File: config.mk
export PLATFORM = sky130hd
export DESIGN_NAME = spi_frame_tx
export DESIGN_NICKNAME = d
export VERILOG_FILES = /design/src/rtl/spi_frame_tx.sv
export SDC_FILE = /design/constraint.sdc
export NUM_CORES = 1
export LEC_CHECK = 0
export CAP_MARGIN = 5
export CORE_MARGIN = 3
export CORE_UTILIZATION = 40
export DETAILED_ROUTE_END_ITERATION = 8
export GPL_TIMING_DRIVEN = 0
export REMOVE_ABC_BUFFERS = 1
export SYNTH_ARGS = -nofsm -noshare
export SYNTH_HDL_FRONTEND = slang
export SYNTH_SLANG_ARGS = --single-unit
File: constraint.sdc
create_clock -name clk -period 6.78 [get_ports clk]
set_input_delay 1.017 -clock clk [delete_from_list [all_inputs] [get_ports clk]]
set_output_delay 1.017 -clock clk [all_outputs]
set_load 0.03 [all_outputs]
File: src/rtl/spi_frame_tx.sv
// Serialises a latched snapshot of NCH channel samples as a header word plus
// NCH channel words on mosi/sck/cs, MSB first, with a cs-high gap before each word.
module spi_frame_tx #(
  parameter int DATA_W  = 14,
  parameter int NCH     = 4,
  parameter int SCK_DIV = 4,
  parameter int CS_GAP  = 8,
  parameter logic [DATA_W-1:0] HEADER = 14'h0FFF
) (
  input  logic                  clk,
  input  logic                  rstn,
  input  logic                  start,
  input  logic [DATA_W*NCH-1:0] ch_data,
  output logic                  ready,
  output logic                  done,
  output logic                  hdr_clip,
  output logic                  mosi,
  output logic                  sck,
  output logic                  cs
);

  localparam int HALVES  = 2 * DATA_W;
  localparam int HW      = $clog2(HALVES + 1);
  localparam int CNT_MAX = (CS_GAP > SCK_DIV) ? CS_GAP : SCK_DIV;
  localparam int CW      = $clog2(CNT_MAX + 1);
  localparam int WW      = $clog2(NCH + 1);

  typedef enum logic [1:0] {IDLE, GAP, SHIFT} state_t;

  state_t                  state_q, state_d;
  logic [CW-1:0]           cnt_q, cnt_d;
  logic [HW-1:0]           half_q, half_d;
  logic [WW-1:0]           word_q, word_d;
  logic [DATA_W*NCH-1:0]   ch_q, ch_d;
  logic [DATA_W-1:0]       sreg_q, sreg_d;
  logic                    mosi_q, mosi_d;
  logic                    sck_q, sck_d;
  logic                    cs_q, cs_d;
  logic                    ready_q, ready_d;
  logic                    done_q, done_d;
  logic                    clip_q, clip_d;

  logic [DATA_W-1:0]       ch_slice [NCH];
  logic [DATA_W-1:0]       slice_sel;
  logic [DATA_W-1:0]       word_val;
  logic                    clip_cond;

  for (genvar gi = 0; gi < NCH; gi++) begin : g_slice
    assign ch_slice[gi] = ch_q[gi*DATA_W +: DATA_W];
  end

  // Channel words that collide with the header are sent as HEADER-1 so the
  // receiver can always find frame alignment.
  always_comb begin
    slice_sel = '0;
    for (int j = 0; j < NCH; j++) begin
      if (word_q == WW'(j + 1)) slice_sel = ch_slice[j];
    end
    clip_cond = (word_q != '0) && (slice_sel == HEADER);
    if (word_q == '0)   word_val = HEADER;
    else if (clip_cond) word_val = HEADER - DATA_W'(1);
    else                word_val = slice_sel;
  end

  always_comb begin
    state_d = state_q;
    cnt_d   = cnt_q;
    half_d  = half_q;
    word_d  = word_q;
    ch_d    = ch_q;
    sreg_d  = sreg_q;
    mosi_d  = mosi_q;
    sck_d   = sck_q;
    cs_d    = cs_q;
    ready_d = ready_q;
    done_d  = 1'b0;
    clip_d  = 1'b0;
    case (state_q)
      IDLE: begin
        if (start && ready_q) begin
          state_d = GAP;
          cnt_d   = '0;
          word_d  = '0;
          ch_d    = ch_data;
          ready_d = 1'b0;
        end
      end
      GAP: begin
        if (cnt_q == CW'(CS_GAP - 1)) begin
          state_d = SHIFT;
          cnt_d   = '0;
          half_d  = '0;
          cs_d    = 1'b0;
          mosi_d  = word_val[DATA_W-1];
          sreg_d  = {word_val[DATA_W-2:0], 1'b0};
          clip_d  = clip_cond;
        end else begin
          cnt_d = cnt_q + CW'(1);
        end
      end
      SHIFT: begin
        if (cnt_q != CW'(SCK_DIV - 1)) begin
          cnt_d = cnt_q + CW'(1);
        end else begin
          cnt_d = '0;
          if (half_q == HW'(HALVES)) begin
            cs_d   = 1'b1;
            mosi_d = 1'b0;
            sck_d  = 1'b0;
            if (word_q == WW'(NCH)) begin
              state_d = IDLE;
              ready_d = 1'b1;
              done_d  = 1'b1;
            end else begin
              state_d = GAP;
              word_d  = word_q + WW'(1);
            end
          end else begin
            half_d = half_q + HW'(1);
            if (!half_q[0]) begin
              sck_d = 1'b1;
            end else begin
              sck_d = 1'b0;
              // The trailing half-period keeps the LSB on mosi.
              if (half_q + HW'(1) != HW'(HALVES)) begin
                mosi_d = sreg_q[DATA_W-1];
                sreg_d = {sreg_q[DATA_W-2:0], 1'b0};
              end
            end
          end
        end
      end
      default: state_d = IDLE;
    endcase
  end

  always_ff @(posedge clk) begin
    if (!rstn) begin
      state_q <= IDLE;
      cnt_q   <= '0;
      half_q  <= '0;
      word_q  <= '0;
      ch_q    <= '0;
      sreg_q  <= '0;
      mosi_q  <= 1'b0;
      sck_q   <= 1'b0;
      cs_q    <= 1'b1;
      ready_q <= 1'b1;
      done_q  <= 1'b0;
      clip_q  <= 1'b0;
    end else begin
      state_q <= state_d;
      cnt_q   <= cnt_d;
      half_q  <= half_d;
      word_q  <= word_d;
      ch_q    <= ch_d;
      sreg_q  <= sreg_d;
      mosi_q  <= mosi_d;
      sck_q   <= sck_d;
      cs_q    <= cs_d;
      ready_q <= ready_d;
      done_q  <= done_d;
      clip_q  <= clip_d;
    end
  end

  assign ready    = ready_q;
  assign done     = done_q;
  assign hdr_clip = clip_q;
  assign mosi     = mosi_q;
  assign sck      = sck_q;
  assign cs       = cs_q;

endmodule

==> results of run 1 <==
-- how the worst max path moves through the flow --
| stage | slack, ns | cells past startpoint | endpoint | startpoint |
|---|---|---|---|---|
| after global placement | 2.72 | 4 | sreg_q[1]$_SDFFE_PN0P_ | rstn |
| after floorplan | 3.99 | 8 | sreg_q[1]$_SDFFE_PN0P_ | word_q[2]$_SDFFE_PN0P_ |
| after CTS | 3.24 | 8 | sreg_q[1]$_SDFFE_PN0P_ | word_q[2]$_SDFFE_PN0P_ |
| after detailed placement | 3.25 | 8 | sreg_q[1]$_SDFFE_PN0P_ | word_q[2]$_SDFFE_PN0P_ |
| final | 3.23 | 8 | sreg_q[1]$_SDFFE_PN0P_ | word_q[2]$_SDFFE_PN0P_ |
| after global routing | 3.02 | 8 | sreg_q[1]$_SDFFE_PN0P_ | word_q[2]$_SDFFE_PN0P_ |
-- registers in the layout (all words and copies together) (netlist names) --
register,count
ready,1
done,1
sck,1
half_q,5
hdr_clip,1
cnt_q,4
cs,1
mosi,1
ch_q,56
sreg_q,13
state_q,2
word_q,3
-- logic make-up (layout without fill, tap and decap cells) --
logic type / Yosys count / count (layout) / share of synthesized area, %
AO/OA/AOI/OAI: 159 / 159 / 23.7
buffers and inverters: 47 / 93 / 4.95
adder cells (fa/ha/maj): 13 / 13 / 3.83
AND/OR/NAND/NOR: 234 / 234 / 24.9
flip-flops: 89 / 89 / 41.9
multiplexers: 2 / 2 / 0.501
XOR/XNOR: 1 / 1 / 0.206
-- stage by stage --
step	cell area (µm²)	power, mW	setup WS, ns	utilization [%]	hold WS (ns)
6_report	5110	1.65	3.23	50.9	0.459
5_1_grt	5110	1.77	3.02	50.9	0.479
4_1_cts	5110	1.66	3.24	50.9	0.460
3_5_place_dp	4920	1.29	3.25	49.0	0.445
3_3_place_gp	4890	1.26	2.72	48.7	0.439
2_1_floorplan	4080	1.11	3.99	-	0.432
-- metal layers --
metal / global-route usage, % / share of wire [%] / up-vias
met5: 0 / 0 / -
met4: 5.77 / 1.7 / 0
met3: 4.32 / 5.3 / 19
met2: 28.9 / 46 / 100
met1: 23.4 / 47 / 1810
li1: - / - / 1978
-- placed cells by master (no fill, tap or decap), types with 5 or more instances in the layout --
cell,instances
o21ai_0,12
nor3_1,7
nor2_1,29
a221oi_1,9
nand3_1,8
nand4_1,5
inv_1,9
nand2_1,155
clkbuf_8,9
a21oi_1,95
dfxtp_1,89
o221ai_1,8
clkdlybuf4s50_1,64
ha_1,13
-- cell usage after synthesis, types with 2 or more instances --
library cell / instances / share of area [%]
a22oi_1: 4 / 0.71
a221oi_1: 9 / 1.9
inv_1: 10 / 0.88
and2_1: 2 / 0.29
nor2_1: 29 / 2.6
a221o_1: 3 / 0.71
nand3_1: 9 / 1.1
dfxtp_1: 89 / 42
or4_1: 2 / 0.35
clkbuf_1: 18 / 1.6
a211o_1: 2 / 0.41
a31oi_1: 4 / 0.59
o21ai_0: 12 / 1.4
buf_1: 9 / 0.80
o211ai_1: 4 / 0.71
nand3b_1: 3 / 0.53
buf_4: 2 / 0.35
ha_1: 13 / 3.8
nor2b_1: 2 / 0.29
nor3_2: 2 / 0.47
or3_1: 2 / 0.29
a211oi_1: 2 / 0.35
nand2b_1: 4 / 0.59
o2bb2ai_1: 3 / 0.62
buf_6: 3 / 0.80
nand2_1: 155 / 14
nand4_1: 5 / 0.74
buf_2: 3 / 0.35
a22o_1: 2 / 0.41
nor3_1: 7 / 0.82
o32ai_1: 2 / 0.41
o221ai_1: 8 / 1.6
inv_2: 2 / 0.18
a21oi_1: 95 / 11
-- worst max-delay path: cells and delay by family, from the launching register on --
kind | cells | cell delay, ns
compound gates | 3 | 0.65
fa+ha+maj | 1 | 0.56
buf+inv | 1 | 0.14
flops | 1 | 0.58
simple gates | 3 | 1.47
-- power groups by stage --
stage                     sequential (mW)  clock (mW)  combinational, mW
after global routing                0.713       0.401              0.657
after detailed placement            0.710           0              0.582
after floorplan                     0.705           0              0.405
after global placement              0.706           0              0.555
final                               0.700       0.370              0.578
after CTS                           0.699       0.377              0.585
-- cell type report --
cell class	instances	area (µm²)	area share, %
flip-flops and latches	89	1780	34.8
inverters	12	47.5	0.930
well taps	133	166	3.25
repair buffers	65	661	12.9
clock buffers	10	128	2.50
multi-input cells	409	2260	44.2
clock inverters	6	67.6	1.32
==> impl_metrics.csv, run 1 <==
group,metric,value,unit
status,status,"complete, no violations",
route,ant_nets,0,
timing,worst_pin_slew,0.992,ns
cells_and_area,n_antenna_cell,0,
hold_path,worstHoldPathCells,2,
clock_network,holdBufCountCts,0,
hold_path,hp-start,"ch_q[54]$_SDFFE_PN0P_",
yosys,ys_seq_area_share,41.9,%
placement,io_buffers,64,
yosys,synth_area_per_cell,7.79,µm²
critical_path,r2r_cells,8,
yosys,ys.warnings.count,0,
route,routed-via-count,3907,
critical_path,crit_type,"reg -> reg",
critical_path,crit_arrival,3.76,ns
power_and_ir_drop,switchingPower,0.623,mW
clock_network,clkLatencyLatePin,0.36,ns
critical_path,ff2ff_setup_slack,3.23,ns
critical_path,path_max_fanout,23,
timing,finalSetupTns,0,ns
grt,antenna_found_initial,0,
critical_path,crit_chain,"inv_2, ha_1, nor4b_4, a221oi_1, a21oi_1, nand4_1, or4_4, o2bb2ai_1",
timing,finClkSkew,0.00949,ns
critical_path,r2r-start,"word_q[2]$_SDFFE_PN0P_",
power_and_ir_drop,p_int,1.03,mW
clock_network,root_buffer,"clkbuf_8",
grt,grt_pass1_vias,3721,
cells_and_area,finalNonFillerCells,724,
floorplanning,fp-row-count,36,
critical_path,critical-path-max-stage-delay,0.78,ns
floorplanning,io_pins,65,
hold_path,hp-class,"reg -> reg",
cells_and_area,nets,658,
clock_network,cts_max_path_buffers,2,
floorplanning,initial_core_util,42.3,%
clock_network,cts_tree,"yes",
clock_network,numCtsBuffers,9,
power_and_ir_drop,p_leak,1.80,nW
floorplanning,dieHeight,109,µm
timing,setup_viol_count_final,0,
clock_network,numClockSinks,89,
power_and_ir_drop,ir_drop,182,µV
critical_path,critPathCaptureType,"register",
floorplanning,core_area,10000,µm²
timing,fin_crit,3.55,ns
route,firstDrtPassIters,5,
floorplanning,dieArea,11900,µm²
timing,max_freq,282,MHz
run,max-cap-violations,0,
yosys,ys_ff_latch,89,
route,drc,0,
timing,rsz0062_at_grt,"false",
hold_path,min_to,"ch_q[54]$_SDFFE_PN0P_",
power_and_ir_drop,p_clk_share,22.4,%
yosys,netlist_area,4250,µm²
route,wl,10400,µm
yosys,async_flop_share,0,%
timing,hold_viol,0,
placement,gp_congestion,0.785,
grt,overflow,0,
floorplanning,die_x,109,µm
placement,placedCellCount,708,
clock_network,htreeDepth,3,
yosys,synthFlopType,"dfxtp_1",
route,drt_first_iter_violations,239,
critical_path,start_kind,"register",
yosys,synth_edf_count,0,
clock_network,clk_pin_slew,0.09,ns
cells_and_area,drive_above_1_share,5.58,%
grt,grt_max_degree,87,
grt,track_usage,17.9,%
critical_path,crit_required,6.99,ns
power_and_ir_drop,p_comb_share,35.1,%
critical_path,reg2reg_to,"sreg_q[1]$_SDFFE_PN0P_",
critical_path,slowest_stage,"nor4b_4",
cells_and_area,syn_to_final_growth,20.4,%
timing,maxSlewHeadroom,33.9,%
yosys,yosysUniqueCellTypes,58,
grt,grt_pass1_wl,17200,µm
clock_network,cts-resized-gates,0,
power_and_ir_drop,power_density,322,nW/µm²
timing,period_share,52.4,%
timing,final_max_slew_viol_count,0,
clock_network,post_cts_buffers,0,
placement,dp_hpwl,6950,µm
cells_and_area,fill_cells,989,
yosys,netlist_instances,545,
power_and_ir_drop,p_sw_share,37.8,%
route,routedWlPerCell,14.4,µm
route,vias_per_cell,5.40,
power_and_ir_drop,seqPwrFrac,42.5,%
Power figures use the tool's default switching activity.
==> inputs of run 2 (changes only) <==
clock period = 3.3 ns   (was 6.78 ns; I/O delays follow)
==> impl_metrics.csv, run 2 (synthesis results as in run 1) <==
group,metric,value,unit
clock_network,cts_max_path_buffers,2,
route,wl,10500,µm
route,vias_per_cell,5.41,
clock_network,root_buffer,"clkbuf_8",
critical_path,crit_type,"reg -> reg",
timing,max_freq,318,MHz
timing,period_share,95.3,%
grt,track_usage,17.9,%
status,status,"complete, no violations",
timing,finalSetupTns,0,ns
placement,gp_congestion,0.785,
critical_path,r2r_cells,8,
clock_network,clkLatencyLatePin,0.35,ns
grt,overflow,0,
clock_network,numClockSinks,89,
critical_path,crit_required,3.51,ns
floorplanning,io_pins,65,
grt,grt_max_degree,87,
timing,setup_viol_count_final,0,
timing,worst_pin_slew,0.967,ns
power_and_ir_drop,power_density,661,nW/µm²
route,firstDrtPassIters,4,
hold_path,hp-class,"reg -> reg",
cells_and_area,mostFrequentLayoutCells,"nand2_1 (155), a21oi_1 (95), dfxtp_1 (88), clkdlybuf4s50_1 (64), nor2_1 (29)",
power_and_ir_drop,ir_drop,374,µV
floorplanning,fp-row-count,36,
cells_and_area,largest_reg_flops,56,
clock_network,numCtsBuffers,9,
cells_and_area,fill_cells,985,
hold_path,worstHoldPathCells,2,
floorplanning,dieHeight,109,µm
timing,rsz0062_at_grt,"false",
critical_path,path_max_fanout,17,
critical_path,start_kind,"register",
timing,finClkSkew,0.0115,ns
timing,final_max_slew_viol_count,0,
route,drt_first_iter_violations,256,
cells_and_area,syn_to_final_growth,20.6,%
route,routed-via-count,3920,
grt,grt_pass1_wl,17200,µm
route,routedWlPerCell,14.5,µm
placement,io_buffers,64,
floorplanning,die_x,109,µm
run,max-cap-violations,0,
clock_network,clk_pin_slew,0.09,ns
power_and_ir_drop,power.total,3.39,mW
clock_network,cts_tree,"yes",
grt,grt_pass1_vias,3723,
route,ant_nets,0,
critical_path,crit_arrival,3.35,ns
clock_network,htreeDepth,3,
placement,dp_hpwl,6950,µm
cells_and_area,top_register,"ch_q",
timing,fin_crit,3.14,ns
power_and_ir_drop,p_leak,1.81,nW
cells_and_area,reg_top3,"ch_q (56), sreg_q (13), half_q (5)",
cells_and_area,final_common_cell,"nand2_1",
timing,maxSlewHeadroom,35.5,%
timing,hold_slack,0.459,ns
floorplanning,core_area,10000,µm²
floorplanning,initial_core_util,42.3,%
critical_path,critPathCaptureType,"register",
cells_and_area,nets,659,
floorplanning,dieArea,11900,µm²
grt,antenna_found_initial,0,
cells_and_area,n_antenna_cell,0,
cells_and_area,drive_above_1_share,6.08,%
route,drc,0,
timing,hold_viol,0,
[run 2: repair_timing]
action,CTS,global route
setup endpoints to repair,2,2
gates cloned,0,0
hold buffers,0,0
pin swaps,1,1
buffers inserted,1,0
gates resized for setup,1,1
[run 2: routing by layer]
metal | routed length [µm] | up-vias | global-route usage, % | part of all wire (%)
met5 | 0 | - | 0 | 0
met4 | 154 | 0 | 5.77 | 1.5
met3 | 581 | 15 | 4.32 | 5.5
met2 | 4820 | 99 | 29.1 | 46
met1 | 4920 | 1820 | 23.3 | 47
li1 | - | 1986 | - | -
[run 2: per-stage QoR]
stage | setup slack [ns] | area (µm²) | std cells | util, %
floorplan | 0.505 | 4080 | 510 | -
global placement | -0.261 | 4890 | 707 | 48.7
detailed placement | -0.228 | 4920 | 708 | 49.0
CTS | 0.0753 | 5120 | 725 | 51.0
global route | 0.00227 | 5120 | 725 | 51.0
finish | 0.155 | 5120 | 725 | 51.0
[run 2: power by group]
group / total (mW) / internal, mW / switching, mW
Clock: 0.756 / 0.353 / 0.402
Combinational: 1.19 / 0.449 / 0.743
Sequential: 1.44 / 1.31 / 0.132
[run 2: critical path, stage by stage (launching register included)]
cell and delay, ns:
dfxtp_1 0.36, inv_1 0.11, ha_1 0.32, and2_1 0.74, a22o_1 0.26, a31oi_1 0.06, or4_1 0.55, or4_4 0.46
o2bb2ai_1 0.15
[run 2: final timing paths]
check,from,to,slack (ns)
setup / recovery,word_q[0]$_SDFFE_PN0P_,sreg_q[1]$_SDFFE_PN0P_,0.16
hold / removal,ch_q[29]$_SDFFE_PN0P_,ch_q[29]$_SDFFE_PN0P_,0.46
setup reg to reg,word_q[0]$_SDFFE_PN0P_,sreg_q[1]$_SDFFE_PN0P_,0.16
hold reg to reg,ch_q[29]$_SDFFE_PN0P_,ch_q[29]$_SDFFE_PN0P_,0.46
[run 2: final cells by class]
| cell class | instances | area (µm²) | area share, % |
|---|---|---|---|
| timing repair buffer | 66 | 668 | 13.0 |
| multi-input combinational | 409 | 2260 | 44.2 |
| tap | 133 | 166 | 3.25 |
| sequential | 89 | 1780 | 34.8 |
| clock buffer | 10 | 128 | 2.49 |
| inverter | 12 | 47.5 | 0.928 |
| clock inverter | 6 | 67.6 | 1.32 |
==> inputs of run 3 (changes only) <==
CORE_UTILIZATION = 54   (was 40)
PLACE_DENSITY = 0.8   (was not set)
==> impl_metrics.csv, run 3 (synthesis results as in run 1) <==
group,metric,value,unit
status,status,"complete, no violations",
cells_and_area,drive_above_1_share,6.57,%
critical_path,start_kind,"register",
route,ant_nets,0,
clock_network,holdBufCountCts,0,
power_and_ir_drop,ir_drop,301,µV
clock_network,numCtsBuffers,9,
cells_and_area,top_register,"ch_q",
timing,hold_viol,0,
route,wl,10100,µm
route,routed-via-count,3967,
run,max-cap-violations,0,
timing,maxSlewHeadroom,37.0,%
critical_path,crit_chain,"inv_1, ha_1, and2_1, a22o_1, a31oi_1, or4_1, or4_4, o2bb2ai_1",
cells_and_area,final_common_cell,"nand2_1",
power_and_ir_drop,power_density,680,nW/µm²
cells_and_area,syn_to_final_growth,21.3,%
route,drt_first_iter_violations,214,
critical_path,ff2ff_setup_slack,0.19,ns
floorplanning,io_pins,65,
cells_and_area,mostFrequentLayoutCells,"nand2_1 (155), a21oi_1 (95), dfxtp_1 (88), clkdlybuf4s50_1 (64), nor2_1 (29)",
timing,setup_viol_count_final,0,
grt,overflow,0,
timing,period_share,94.4,%
grt,track_usage,23.7,%
critical_path,setup.worst_path.start,"word_q[0]$_SDFFE_PN0P_",
grt,grt_pass1_wl,17100,µm
cells_and_area,largest_reg_flops,56,
cells_and_area,reg_top3,"ch_q (56), sreg_q (13), half_q (5)",
timing,worst_pin_slew,0.946,ns
timing,finClkSkew,0.0154,ns
critical_path,endpoint,"sreg_q[1]$_SDFFE_PN0P_",
cells_and_area,fill_cells,640,
floorplanning,initial_core_util,57.0,%
route,drc,0,
clock_network,clk_pin_slew,0.08,ns
route,routedWlPerCell,14.6,µm
critical_path,r2r-start,"word_q[0]$_SDFFE_PN0P_",
cells_and_area,n_antenna_cell,0,
critical_path,crit_arrival,3.35,ns
critical_path,path_max_fanout,17,
critical_path,critical-path-max-stage-delay,0.71,ns
floorplanning,die_x,94.7,µm
grt,grt_max_degree,57,
critical_path,critPathCaptureType,"register",
clock_network,clkLatencyLatePin,0.36,ns
floorplanning,core_area,7450,µm²
cells_and_area,nets,661,
critical_path,crit_required,3.54,ns
timing,max_freq,321,MHz
critical_path,slowest_stage,"and2_1",
floorplanning,dieHeight,94.7,µm
critical_path,r2r_cells,8,
clock_network,cts_tree,"yes",
clock_network,root_buffer,"clkbuf_8",
power_and_ir_drop,p_leak,1.85,nW
floorplanning,dieArea,8970,µm²
placement,dp_hpwl,6800,µm
route,vias_per_cell,5.72,
critical_path,crit_type,"reg -> reg",
timing,hold_slack,0.456,ns
hold_path,hp-class,"reg -> reg",
clock_network,htreeDepth,3,
grt,antenna_found_initial,0,
critical_path,reg2reg_to,"sreg_q[1]$_SDFFE_PN0P_",
clock_network,cts_max_path_buffers,2,
route,firstDrtPassIters,4,
timing,fin_crit,3.11,ns
placement,gp_congestion,0.822,
grt,grt_pass1_vias,3757,
timing,rsz0062_at_grt,"false",
clock_network,numClockSinks,89,
floorplanning,fp-row-count,31,
placement,io_buffers,64,
cells_and_area,utilization,69.2,%
timing,final_max_slew_viol_count,0,
run 3: power by group:
part           internal [mW]  leakage (nW)  total (mW)  switching [mW]
combinational          0.451          1.00        1.18           0.731
clock                  0.489         0.123       0.879           0.390
sequential              1.30         0.728        1.44           0.136
total                   2.25          1.85        3.50            1.26
run 3: worst max-delay path: cells and delay by family, from the launching register on:
kind | cells | cell delay (ns)
AOI/OAI and AO/OA | 3 | 0.47
buffers and inverters | 1 | 0.13
DFF | 1 | 0.36
adders and majority gates | 1 | 0.32
and+or+nand+nor | 3 | 1.72
run 3: cell type report:
| cell class | instances | area, µm² | area share (%) |
|---|---|---|---|
| repair buffers | 68 | 696 | 13.5 |
| clock inverters | 4 | 73.8 | 1.43 |
| well taps | 99 | 124 | 2.40 |
| multi-input cells | 409 | 2260 | 44.0 |
| flip-flops and latches | 89 | 1780 | 34.6 |
| clock buffers | 12 | 165 | 3.21 |
| inverters | 12 | 45.0 | 0.874 |
run 3: repair_timing:
action,4_1_cts,5_1_grt
buffers inserted,2,0
setup endpoints to repair,2,1
pin swaps,2,1
resized for setup,1,1
run 3: how the worst min path moves through the flow:
stage | from | endpoint | slack (ns) | depth (start not counted)
2_1_floorplan | sreg_q[2]$_SDFFE_PN0P_ | sreg_q[2]$_SDFFE_PN0P_ | 0.43 | 2
3_3_place_gp | sreg_q[2]$_SDFFE_PN0P_ | sreg_q[2]$_SDFFE_PN0P_ | 0.44 | 2
3_5_place_dp | sreg_q[11]$_SDFFE_PN0P_ | sreg_q[11]$_SDFFE_PN0P_ | 0.45 | 2
4_1_cts | sreg_q[11]$_SDFFE_PN0P_ | sreg_q[11]$_SDFFE_PN0P_ | 0.46 | 2
5_1_grt | ch_q[30]$_SDFFE_PN0P_ | ch_q[30]$_SDFFE_PN0P_ | 0.48 | 2
6_report | sreg_q[11]$_SDFFE_PN0P_ | sreg_q[11]$_SDFFE_PN0P_ | 0.46 | 2
run 3: per-layer routing:
layer	vias to the layer above	GRT usage, %	wire [µm]
li1	1994	-	-
met1	1840	30.7	4520
met2	114	39.0	4850
met3	19	4.06	523
met4	0	10.2	202
met5	-	0	0
run 3: per-stage QoR:
step	instances	total power [mW]	worst slack (ns)	setup TNS [ns]	area (µm²)
final	693	3.50	0.186	0	5150
after global routing	693	3.74	0.0320	0	5150
after CTS	693	3.51	0.237	0	5150
after detailed placement	675	2.64	-0.0697	-0.107	4890
after global placement	673	2.57	-0.156	-0.705	4850
after floorplan	510	2.28	0.505	0	4080
